**config.mk**
```make
export PLATFORM = sky130hd
export DESIGN_NAME = dmem_port_arbiter
export DESIGN_NICKNAME = d
export VERILOG_FILES = /design/src/rtl/dmem_arb_pkg.sv /design/src/rtl/dmem_arb_wait_ctr.sv /design/src/rtl/dmem_port_arbiter.sv
export SDC_FILE = /design/constraint.sdc
export NUM_CORES = 1
export LEC_CHECK = 0
export ABC_AREA = 1
export CAP_MARGIN = 5
export CORE_AREA = 2 2 107 109
export DETAILED_ROUTE_END_ITERATION = 10
export DIE_AREA = 0 0 109 111
export PLACE_DENSITY_LB_ADDON = 0.2
export SLEW_MARGIN = 25
export SYNTH_ARGS = -nofsm -noshare
export SYNTH_HDL_FRONTEND = slang
export SYNTH_SLANG_ARGS = --single-unit
```
**constraint.sdc**
```tcl
create_clock -name clk -period 1.8 [get_ports clk]
set_clock_uncertainty 0.05 [all_clocks]
set_input_delay 0.18 -clock clk [delete_from_list [all_inputs] [get_ports clk]]
set_output_delay 0.18 -clock clk [all_outputs]
set_load 0.02 [all_outputs]
```
**src/rtl/dmem_arb_pkg.sv**
```systemverilog
// Shared types and constants for the data-memory port arbiter.
package dmem_arb_pkg;

  typedef enum logic {
    IDLE       = 1'b0,
    EXT_LOCKED = 1'b1
  } arb_state_e;

  localparam int REQ_CPU = 0;
  localparam int REQ_EXT = 1;
  localparam int WE_W    = 4;
  localparam int DATA_W  = 32;

endpackage

```
**src/rtl/dmem_arb_wait_ctr.sv**
```systemverilog
// Saturating up-counter with clear and a saturation flag; used for the ext
// starvation guard and for the optional performance counters.
module dmem_arb_wait_ctr #(
  parameter int CNT_W = 8,
  parameter int MAX   = 255
) (
  input  logic             clk,
  input  logic             rst_n,
  input  logic             inc,
  input  logic             clr,
  output logic [CNT_W-1:0] cnt,
  output logic             sat
);

  localparam logic [CNT_W-1:0] MAX_V = CNT_W'(MAX);

  assign sat = (cnt == MAX_V);

  always_ff @(posedge clk) begin
    if (!rst_n)
      cnt <= '0;
    else if (clr)
      cnt <= '0;
    else if (inc && !sat)
      cnt <= cnt + 1'b1;
  end

endmodule

```
**src/rtl/dmem_port_arbiter.sv**
```systemverilog
// Arbitrates BRAM port B between the MEM stage (cpu) and an external master
// (ext). Optional perf counters are enabled with `define DMEM_ARB_PERF_EN.
module dmem_port_arbiter
  import dmem_arb_pkg::*;
#(
  parameter int MAX_WAIT = 8,
  parameter int CNT_W    = 8
) (
  input  logic              clk,
  input  logic              rst_n,
  input  logic              cpu_req,
  input  logic [WE_W-1:0]   cpu_we,
  input  logic [31:0]       cpu_addr,
  input  logic [DATA_W-1:0] cpu_wdata,
  output logic              cpu_gnt,
  output logic              cpu_stall,
  output logic              cpu_rvalid,
  input  logic              ext_req,
  input  logic              ext_lock,
  input  logic [WE_W-1:0]   ext_we,
  input  logic [31:0]       ext_addr,
  input  logic [DATA_W-1:0] ext_wdata,
  output logic              ext_gnt,
  output logic              ext_rvalid,
  output logic [DATA_W-1:0] rdata,
  output logic [WE_W-1:0]   web,
  output logic [31:0]       addrb,
  output logic [DATA_W-1:0] dib,
  input  logic [DATA_W-1:0] dob
`ifdef DMEM_ARB_PERF_EN
  ,
  output logic [CNT_W-1:0]  perf_conflicts,
  output logic [CNT_W-1:0]  perf_starve
`endif
);

  arb_state_e       state, state_nxt;
  logic             wait_sat;
  logic [CNT_W-1:0] unused_wait_cnt;
  logic             owner;

  dmem_arb_wait_ctr #(.CNT_W(CNT_W), .MAX(MAX_WAIT)) u_wait_ctr (
    .clk   (clk),
    .rst_n (rst_n),
    .inc   (ext_req & ~ext_gnt),
    .clr   (ext_gnt | ~ext_req),
    .cnt   (unused_wait_cnt),
    .sat   (wait_sat)
  );

  // Grants are combinational; holding rst_n low suppresses every grant so no
  // write can reach the BRAM during reset.
  always_comb begin
    cpu_gnt   = 1'b0;
    ext_gnt   = 1'b0;
    state_nxt = state;
    if (rst_n) begin
      case (state)
        IDLE: begin
          if (ext_req && (!cpu_req || wait_sat))
            ext_gnt = 1'b1;
          else
            cpu_gnt = cpu_req;
          if (ext_gnt && ext_lock)
            state_nxt = EXT_LOCKED;
        end
        EXT_LOCKED: begin
          ext_gnt = ext_req;
          if (!ext_lock)
            state_nxt = IDLE;
        end
        default: state_nxt = IDLE;
      endcase
    end
  end

  always_ff @(posedge clk) begin
    if (!rst_n)
      state <= IDLE;
    else
      state <= state_nxt;
  end

  assign cpu_stall = cpu_req & ~cpu_gnt;
  assign owner     = ext_gnt ? 1'(REQ_EXT) : 1'(REQ_CPU);

  always_comb begin
    web   = '0;
    addrb = cpu_addr;
    dib   = cpu_wdata;
    if (owner == 1'(REQ_EXT)) begin
      web   = ext_we;
      addrb = ext_addr;
      dib   = ext_wdata;
    end else if (cpu_gnt) begin
      web   = cpu_we;
    end
  end

  // BRAM read data lands one cycle after the grant
  always_ff @(posedge clk) begin
    if (!rst_n) begin
      cpu_rvalid <= 1'b0;
      ext_rvalid <= 1'b0;
    end else begin
      cpu_rvalid <= cpu_gnt && (cpu_we == '0);
      ext_rvalid <= ext_gnt && (ext_we == '0);
    end
  end

  assign rdata = dob;

`ifdef DMEM_ARB_PERF_EN
  localparam int PERF_MAX = (1 << CNT_W) - 1;

  logic starve_hit;
  logic unused_conf_sat, unused_starve_sat;

  assign starve_hit = ext_gnt & cpu_req & (state == IDLE);

  dmem_arb_wait_ctr #(.CNT_W(CNT_W), .MAX(PERF_MAX)) u_perf_conf (
    .clk   (clk),
    .rst_n (rst_n),
    .inc   (cpu_req & ext_req),
    .clr   (1'b0),
    .cnt   (perf_conflicts),
    .sat   (unused_conf_sat)
  );

  dmem_arb_wait_ctr #(.CNT_W(CNT_W), .MAX(PERF_MAX)) u_perf_starve (
    .clk   (clk),
    .rst_n (rst_n),
    .inc   (starve_hit),
    .clr   (1'b0),
    .cnt   (perf_starve),
    .sat   (unused_starve_sat)
  );
`endif

endmodule

```
Word level (Yosys, flattened, before mapping)
Cells that the tools add are included.
{ "word_totals": {"ff_bits": 11, "elab_cells": 41} }
{ "op_classes": {"addsub": 1, "eq_ne": 1, "mux": 16, "n_bitwise": 8, "reduce_logical": 11} }
{ "op_table": {"columns": ["cell", "count"], "rows": [
  ["$mux W32", 2],
  ["$mux W1", 10],
  ["$add A8 B1 Y8 const B", 1],
  ["$eq A8 B4 Y1 const B", 1],
  ["$logic_not A4 Y1", 2],
  ["$mux W4", 2],
  ["$logic_and A1 B1 Y1", 5],
  ["$not A1 Y1", 5],
  ["$pmux W1 S2", 2],
  ["$and A1 B1 Y1", 2],
  ["$logic_not A1 Y1", 2],
  ["$reduce_or A2 Y1", 1],
  ["$logic_or A1 B1 Y1", 1],
  ["$or A1 B1 Y1", 1]
]} }

Logic depth before layout (Yosys ltp)
Gate-level depths: netlist of run 1.
{ "depth": {"word_depth": 11, "ltp_mapped": 12, "ltp_nobuf": 10} }

Hierarchy
From an unflattened synthesis of run 1, not the netlist that was laid out.
{ "unflattened": {"hier_cells": 363, "hier_area_um2": 1894.3} }
{ "modules_own_cells": {"columns": ["mod", "n_inst", "cells_per_inst", "area_each_um2", "seq_area_each_um2"], "rows": [
  ["dmem_port_arbiter", 1, 287, 1397.6, 60.1],
  ["dmem_arb_wait_ctr", 1, 76, 496.7, 160.2]
]} }

Worst setup path after synthesis of run 1
Ideal clock, no wire load.
{ "synth_timing": {"path_kind": "reg2out", "start": "reg u_wait_ctr.cnt[0]", "end": "out cpu_stall", "arrival_ns": 1.605, "required_time_ns": 1.570, "slack_ns": -0.035, "path_stages_with_launch": 11, "n_path_buf": 0, "cell_sequence": "dfxtp_1 inv_1 ha_1 inv_1 nor2_1 nand2_2 nand2_4 o21ai_0 nand3_1 inv_1 nor2_1"} }
{ "synth_between": {"elab_chain_cells": 8} }
{ "synth_lines": {"columns": ["element", "line", "text"], "rows": [
  ["start: declaration", "dmem_arb_wait_ctr.sv:11", "output logic [CNT_W-1:0] cnt,"],
  ["start signal: assignment", "dmem_arb_wait_ctr.sv:25", "cnt <= cnt + 1'b1;"],
  ["$eq A8 B4 Y1", "dmem_arb_wait_ctr.sv:17", "assign sat = (cnt == MAX_V);"],
  ["$logic_or A1 B1 Y1", "dmem_port_arbiter.sv:60", "if (ext_req && (!cpu_req || wait_sat))"],
  ["$logic_and A1 B1 Y1", "dmem_port_arbiter.sv:60", null],
  ["$mux W1", "dmem_port_arbiter.sv:60", null],
  ["$mux W1", "dmem_port_arbiter.sv:58", "case (state)"],
  ["$mux W1", "dmem_port_arbiter.sv:57", "if (rst_n) begin"],
  ["via cpu_gnt", "dmem_port_arbiter.sv:15", "output logic cpu_gnt,"],
  ["$not A1 Y1", "dmem_port_arbiter.sv:84", "assign cpu_stall = cpu_req & ~cpu_gnt;"],
  ["$and A1 B1 Y1", "dmem_port_arbiter.sv:84", null],
  ["end: declaration", "dmem_port_arbiter.sv:16", "output logic cpu_stall,"]
]} }
The timed path passes the listed nets, and every way through them passes these cells.

Final worst setup path of run 1
{ "layout_timing": {"start": "reg u_wait_ctr.cnt[1]", "end": "out dib[27]"} }
{ "layout_between": {"elab_chain_cells": 10} }
{ "layout_lines": {"columns": ["element", "line", "text"], "rows": [
  ["$eq A8 B4 Y1", "dmem_arb_wait_ctr.sv:17", null],
  ["$logic_or A1 B1 Y1", "dmem_port_arbiter.sv:60", null],
  ["$logic_and A1 B1 Y1", "dmem_port_arbiter.sv:60", null],
  ["$mux W1", "dmem_port_arbiter.sv:60", null],
  ["$mux W1", "dmem_port_arbiter.sv:58", null],
  ["$mux W1", "dmem_port_arbiter.sv:57", null],
  ["$pmux W1 S2", "dmem_port_arbiter.sv:58", null],
  ["$mux W1", "dmem_port_arbiter.sv:57", null],
  ["$mux W1", "dmem_port_arbiter.sv:85", "assign owner = ext_gnt ? 1'(REQ_EXT) : 1'(REQ_CPU);"],
  ["$mux W32", "dmem_port_arbiter.sv:91", "if (owner == 1'(REQ_EXT)) begin"],
  ["end: declaration", "dmem_port_arbiter.sv:28", "output logic [DATA_W-1:0] dib,"]
]} }
Every way passes these cells. The select of a mux whose other input is x is not followed.

==> results by group, run 1 <==
Outcome
  • Status: complete, but fails checks
  • Failing checks: negative setup slack

CTS
  • Post-CTS Hold Buffers: 0
  • TritonCTS clock tree: yes
  • H-tree levels: 1
  • Clk Latency, worst-skew pair: 0.24 ns
  • Sink Count: 11
  • Clk pin slew, worst setup/hold paths: 0.05 ns
  • Root Buffer Master: clkbuf_16
  • CTS Buf Count: 3
  • Max Root-Sink Buffers: 2

Synthesis
  • Post-Synthesis Cells: 346
  • Mean post-synth cell area: 5.01 sq um
  • YS warnings: 0
  • Synth Cell Area: 1730 sq um
  • Synth cell types: 24
  • Synthesized Nets: 521
  • Register area share after synthesis: 0.127
  • Synth Register Bits: 11
  • Cell taking the most area after synthesis: nand2_1
  • Post-synth top area share: 0.481
  • Top cells by area, synth: nand2_1 (48%), buf_4 (14%), dfxtp_1 (13%), inv_1 (3.7%), nand3_1 (2.6%)

Worst setup path
  • R2R Path Start: u_wait_ctr.cnt[1]$_SDFFE_PP0P_
  • CP Cell Sequence: inv_2 -> ha_4 -> inv_2 -> nor2_4 -> nand2_2 -> nand2_4 -> nand2_8 -> clkinv_16 -> clkbuf_16 -> nand2_2 -> nand2_2 -> buf_6
  • Register-to-Register Path Depth: 11
  • R2R Path End: u_wait_ctr.cnt[4]$_SDFFE_PP0P_
  • CP peak stage delay: 0.33 ns
  • Crit path max fanout: 8
  • Worst path most repeated cell: nand2_2
  • CP Buf/Inv Count: 5
  • Reg-to-reg slack, setup: 0.16 ns
  • Worst setup SP type: flop
  • Arrival @ worst endpoint: 1.72 ns
  • Crit end category: primary output
  • Crit-path slowest cell: dfxtp_2
  • Worst EP required: 1.57 ns
  • Crit path kind: reg2out
  • Top Family by Delay on Critical Path: buffers and inverters

GRT
  • Largest net degree at the start of global routing: 30
  • GRT Util Overall: 0.159
  • Grt ovf: 0
  • First-pass GRT wire length: 15,000 um
  • Initial antenna violation count: 0
  • Vias in the first global route: 2,861

Layout
  • Final Instance Area: 4760 sq um
  • Area Growth Syn to Fin: 175%
  • Non-Filler Instances: 701
  • Share of layout cells above drive strength 1: 0.380
  • Most frequent cells in the layout: nand2_1 (143), clkdlybuf4s50_1 (142), buf_6 (67), nand2_2 (62), buf_4 (30)
  • FILL cells: 1,125
  • Finished Core Util: 0.430
  • Nets: 734
  • # diodes: 0
  • Most common cell after layout, fill and taps aside: nand2_1

Hold path
  • Worst min-delay path class: in2out
  • Hold path cells: 0
  • Hold wc startpoint: dob[10]
  • Hold EP: rdata[10]

Pwr
  • VDD IR max: 0.234 mV
  • LEAKAGE: 2.32 nW
  • Clock share of power: 0.230
  • Net switching power: 0.626 mW
  • Pwr dens: 384 nW/um^2
  • Sequential power share: 0.137
  • Comb pwr share: 0.633
  • Pint: 1.20 mW
  • Total power: 1.83 mW
  • Switching part of the total power: 0.342

Placed design
  • RePlAce Congestion: 0.944
  • Placed cells: 682
  • Port Buf Inserts: 213
  • Final HPWL DP: 7800 um
  • Dpl cell area: 3950 sq um

Route
  • Wire length per cell: 14.6 um
  • DRC errors left: 0
  • Total wire length: 10,200 um
  • Via density: 4.00
  • Starting DRT DRC Count: 83
  • Post-route ant nets: 0
  • Drt pass-1 iters: 4
  • Routed via count: 2,803

STA
  • Worst slew pin tran: 0.260 ns
  • RSZ-0062 raised after global routing: yes
  • Fin. max-slew vios: 0
  • Count of final hold-check violations: 0
  • Final worst slack: -0.146 ns
  • Tmin final: 1.95 ns
  • Final setup viols: 70
  • Fin crit share: 1.08
  • Slew headroom: 0.826
  • Fmax: 0.514 GHz

Floorplanning
  • Chip height: 111 um
  • Starting Density: 0.156
  • Die footprint: 12,100 sq um
  • Die width: 109 um
  • Placement Rows: 39
  • IO Pins: 278
  • Total core area: 11,100 sq um

Run
  • Max cap viols: 0
==> final cells by class <==
type	count	area (sq um)	share of cell area
repair buffers	254	2710	0.568
flip-flops and latches	11	223	0.0468
inverters	18	93.8	0.0197
well taps	143	179	0.0376
multi-input cells	270	1470	0.309
clock buffers	4	78.8	0.0166
repair inverters	1	11.3	0.00237
==> synthesized netlist by cell type, drive strengths merged <==
| cell | number |
|---|---|
| nand2 | 225 |
| buf | 41 |
| inv | 18 |
| dfxtp | 11 |
| nor2 | 10 |
| nand3 | 9 |
| a21oi | 6 |
| clkbuf | 6 |
| nand4 | 5 |
| o21ai | 4 |
| xor2 | 3 |
| ha | 2 |
| a21boi | 1 |
| nor3 | 1 |
| o2111ai | 1 |
| o211ai | 1 |
| or3 | 1 |
| or4 | 1 |
==> registers in the layout (all words and copies together) (netlist names) <==
signal          cells
state               1
ext_rvalid          1
cpu_rvalid          1
u_wait_ctr.cnt      8
==> power by group through the flow <==
stage	registers, mW	logic, mW	clock network [mW]
after floorplan	0.254	0.444	0
after global placement	0.253	0.968	0
after detailed placement	0.253	0.963	0
after CTS	0.250	1.06	0.426
after global routing	0.250	1.23	0.442
final	0.250	1.16	0.421
==> worst reg2reg max path, cell delays in order, from the launching register on <==
cell and delay [ns]:
dfxtp_2 0.33, inv_2 0.04, ha_4 0.15, inv_2 0.06, nor2_4 0.04, nand2_2 0.09, nand2_4 0.07, nand2_8 0.16
buf_8 0.21, buf_4 0.17, nand3_1 0.06, a21oi_1 0.14
==> cells by family (layout without fill, tap and decap cells) <==
kind of cell	count (synthesis)	after routing	synth area share
AOI/OAI and AO/OA	13	13	0.0426
xor gates and xnor gates	3	3	0.0152
adders and majority gates	2	2	0.0144
buffers and inverters	65	277	0.224
DFF	11	11	0.127
and+or+nand+nor	252	252	0.577
==> worst max-delay path by stage <==
stage,start,to,cells past startpoint
after floorplan,u_wait_ctr.cnt[0]$_SDFFE_PP0P_,cpu_stall,10
after global placement,cpu_req,dib[10],9
after detailed placement,cpu_req,dib[10],9
after CTS,u_wait_ctr.cnt[0]$_SDFFE_PP0P_,dib[26],13
after global routing,u_wait_ctr.cnt[0]$_SDFFE_PP0P_,dib[13],12
final,u_wait_ctr.cnt[1]$_SDFFE_PP0P_,dib[27],12
==> metrics by stage <==
step	setup slack (ns)	hold WS [ns]	setup TNS, ns
finish	-0.146	0.310	-7.60
floorplan	0.0484	0.208	0
global route	-0.228	0.310	-14.12
detailed placement	-0.583	0.310	-35.37
global placement	-0.567	0.310	-35.22
CTS	-0.158	0.310	-8.37
==> layer usage <==
metal | up-vias | track usage | wire (um)
met3 | 10 | 0.0588 | 925
met1 | 1233 | 0.190 | 3870
met5 | - | 0 | 0
met4 | 0 | 0.0282 | 122
li1 | 1443 | - | -
met2 | 117 | 0.273 | 5300
==> repair_timing <==
action | in CTS | in global routing
gates resized for setup | 452 | 109
gates cloned | 4 | 5
setup buffers | 6 | 5
setup endpoints to repair | 71 | 71
pin swaps | 8 | 25
No activity file was read; power rests on OpenSTA's default activity.
==> run 2: changes to the inputs <==
MAX_ROUTING_LAYER = met4   (was not set)
SLEW_MARGIN = 20   (was 25)
==> results by group, run 2 (synthesis results as in run 1) <==
Floorplanning
  • Starting Density: 0.156 (unchanged)
  • Die footprint: 12,100 sq um (unchanged)
  • IO Pins: 278 (unchanged)
  • Die width: 109 um (unchanged)
  • Placement Rows: 39 (unchanged)
  • Total core area: 11,100 sq um (unchanged)
  • Chip height: 111 um (unchanged)

GRT
  • Grt ovf: 0 (unchanged)
  • Initial antenna violation count: 0 (unchanged)
  • Largest net degree at the start of global routing: 15 (was 30)
  • Vias in the first global route: 3,034 (was 2,861)
  • GRT Util Overall: 0.170 (was 0.159)
  • First-pass GRT wire length: 15,400 um (was 15,000 um)

STA
  • Slew headroom: 0.841 (was 0.826)
  • Fmax: 0.518 GHz (was 0.514 GHz)
  • Count of final hold-check violations: 0 (unchanged)
  • Worst slew pin tran: 0.238 ns (was 0.260 ns)
  • Fin. max-slew vios: 0 (unchanged)
  • RSZ-0062 raised after global routing: yes (unchanged)
  • Final worst slack: -0.131 ns (was -0.146 ns)
  • Final setup viols: 69 (was 70)
  • Tmin final: 1.93 ns (was 1.95 ns)
  • Fin crit share: 1.07 (was 1.08)

Route
  • Wire length per cell: 14.5 um (was 14.6 um)
  • Via density: 4.02 (was 4.00)
  • DRC errors left: 0 (unchanged)
  • Drt pass-1 iters: 4 (unchanged)
  • Routed via count: 2,807 (was 2,803)
  • Total wire length: 10,100 um (was 10,200 um)
  • Post-route ant nets: 0 (unchanged)
  • Starting DRT DRC Count: 90 (was 83)

CTS
  • Clk pin slew, worst setup/hold paths: 0.04 ns (was 0.05 ns)
  • Max Root-Sink Buffers: 2 (unchanged)
  • CTS Buf Count: 3 (unchanged)
  • TritonCTS clock tree: yes (unchanged)
  • Sink Count: 11 (unchanged)
  • Clk Latency, worst-skew pair: 0.24 ns (about the same)
  • H-tree levels: 1 (unchanged)
  • Post-CTS Hold Buffers: 0 (unchanged)
  • Root Buffer Master: clkbuf_16 (unchanged)

Placed design
  • Placed cells: 684 (was 682)
  • Pre-CTS WS: -0.595 ns (was -0.583 ns)
  • RePlAce Congestion: 0.942 (was 0.944)
  • Port Buf Inserts: 213 (unchanged)
  • Final HPWL DP: 7950 um (was 7800 um)

Layout
  • Non-Filler Instances: 699 (was 701)
  • Most frequent cells in the layout: clkdlybuf4s50_1 (142), nand2_1 (134), buf_6 (71), nand2_2 (48), nand2_4 (42) (was nand2_1 (143), clkdlybuf4s50_1 (142), buf_6 (67), nand2_2 (62), buf_4 (30))
  • Nets: 732 (was 734)
  • Most common cell after layout, fill and taps aside: clkdlybuf4s50_1 (was nand2_1)
  • Largest register FFs: 8 (unchanged)
  • FILL cells: 1,120 (was 1,125)
  • Area Growth Syn to Fin: 182% (was 175%)
  • Top reg by flops: u_wait_ctr.cnt (unchanged)
  • Share of layout cells above drive strength 1: 0.394 (was 0.380)
  • # diodes: 0 (unchanged)

Pwr
  • Pwr dens: 385 nW/um^2 (was 384 nW/um^2)
  • VDD IR max: 0.231 mV (was 0.234 mV)
  • LEAKAGE: 2.26 nW (was 2.32 nW)

Worst setup path
  • CP peak stage delay: 0.31 ns (was 0.33 ns)
  • Crit path kind: reg2out (unchanged)
  • Worst EP required: 1.57 ns (about the same)
  • CP Cell Sequence: inv_2 -> ha_4 -> inv_2 -> nor2_4 -> nand2_2 -> nand2_4 -> nand2_8 -> buf_8 -> buf_12 -> nand2_4 -> nand2_2 -> buf_6 (was inv_2 -> ha_4 -> inv_2 -> nor2_4 -> nand2_2 -> nand2_4 -> nand2_8 -> clkinv_16 -> clkbuf_16 -> nand2_2 -> nand2_2 -> buf_6)
  • Arrival @ worst endpoint: 1.70 ns (was 1.72 ns)
  • Worst setup SP type: flop (unchanged)
  • Crit path max fanout: 8 (unchanged)
  • Crit-path slowest cell: dfxtp_2 (unchanged)
  • Crit end category: primary output (unchanged)

Outcome
  • Failing checks: negative setup slack (unchanged)
  • Status: complete, but fails checks (unchanged)

Run
  • Max cap viols: 0 (unchanged)

Hold path
  • Worst min-delay path class: in2out (unchanged)
-- run 2: cell type report --
class                   count  area (sq um)  share of cell area
repair buffers            253          2730               0.559
clock buffers               4          78.8              0.0161
multi-input cells         270          1600               0.327
inverters                  18          80.1              0.0164
well taps                 143           179              0.0366
flip-flops and latches     11           223              0.0455
-- run 2: worst max-delay path: cells and delay by family (launching register included) --
kind / cells / cell delay [ns]
fa+ha+maj: 1 / 0.13
buf+inv: 5 / 0.53
flops: 1 / 0.31
simple gates: 6 / 0.47
-- run 2: layer usage --
| metal | track usage | vias to the layer above | share of wire | wire length (um) |
|---|---|---|---|---|
| li1 | - | 1439 | - | - |
| met1 | 0.201 | 1239 | 0.39 | 3940 |
| met2 | 0.280 | 119 | 0.51 | 5170 |
| met3 | 0.0494 | 10 | 0.085 | 862 |
| met4 | 0.0427 | 0 | 0.016 | 161 |
| met5 | - | - | 0 | 0 |
-- run 2: per-stage QoR --
stage	util	hold slack, ns	power [mW]	TNS [ns]	instance area [sq um]
2_1_floorplan	-	0.208	0.698	0	1740
3_3_place_gp	0.358	0.310	1.23	-36.62	3970
3_5_place_dp	0.358	0.310	1.22	-36.76	3970
4_1_cts	0.432	0.310	1.87	-8.58	4790
5_1_grt	0.441	0.310	1.97	-13.19	4890
6_report	0.441	0.310	1.88	-7.15	4890
-- run 2: timing repair --
item	in CTS	in global routing
endpoints found under the setup margin	71	71
gates cloned	5	1
gates resized for setup	578	18
buffers inserted	7	0
pin swaps	44	8
-- run 2: final timing paths --
check / cells after the start / slack (ns) / from / to
max: 12 / -0.13 / u_wait_ctr.cnt[0]$_SDFFE_PP0P_ / addrb[7]
min reg2reg: 3 / 0.54 / u_wait_ctr.cnt[7]$_SDFFE_PP0P_ / u_wait_ctr.cnt[7]$_SDFFE_PP0P_
max reg2reg: 11 / 0.25 / u_wait_ctr.cnt[0]$_SDFFE_PP0P_ / u_wait_ctr.cnt[5]$_SDFFE_PP0P_
min: 0 / 0.31 / dob[10] / rdata[10]
-- run 2: where the power goes --
group | internal, mW | leakage [nW] | switching, mW
logic | 0.686 | 2.13 | 0.524
clock network | 0.299 | 0.0382 | 0.122
registers | 0.248 | 0.0898 | 0.00208
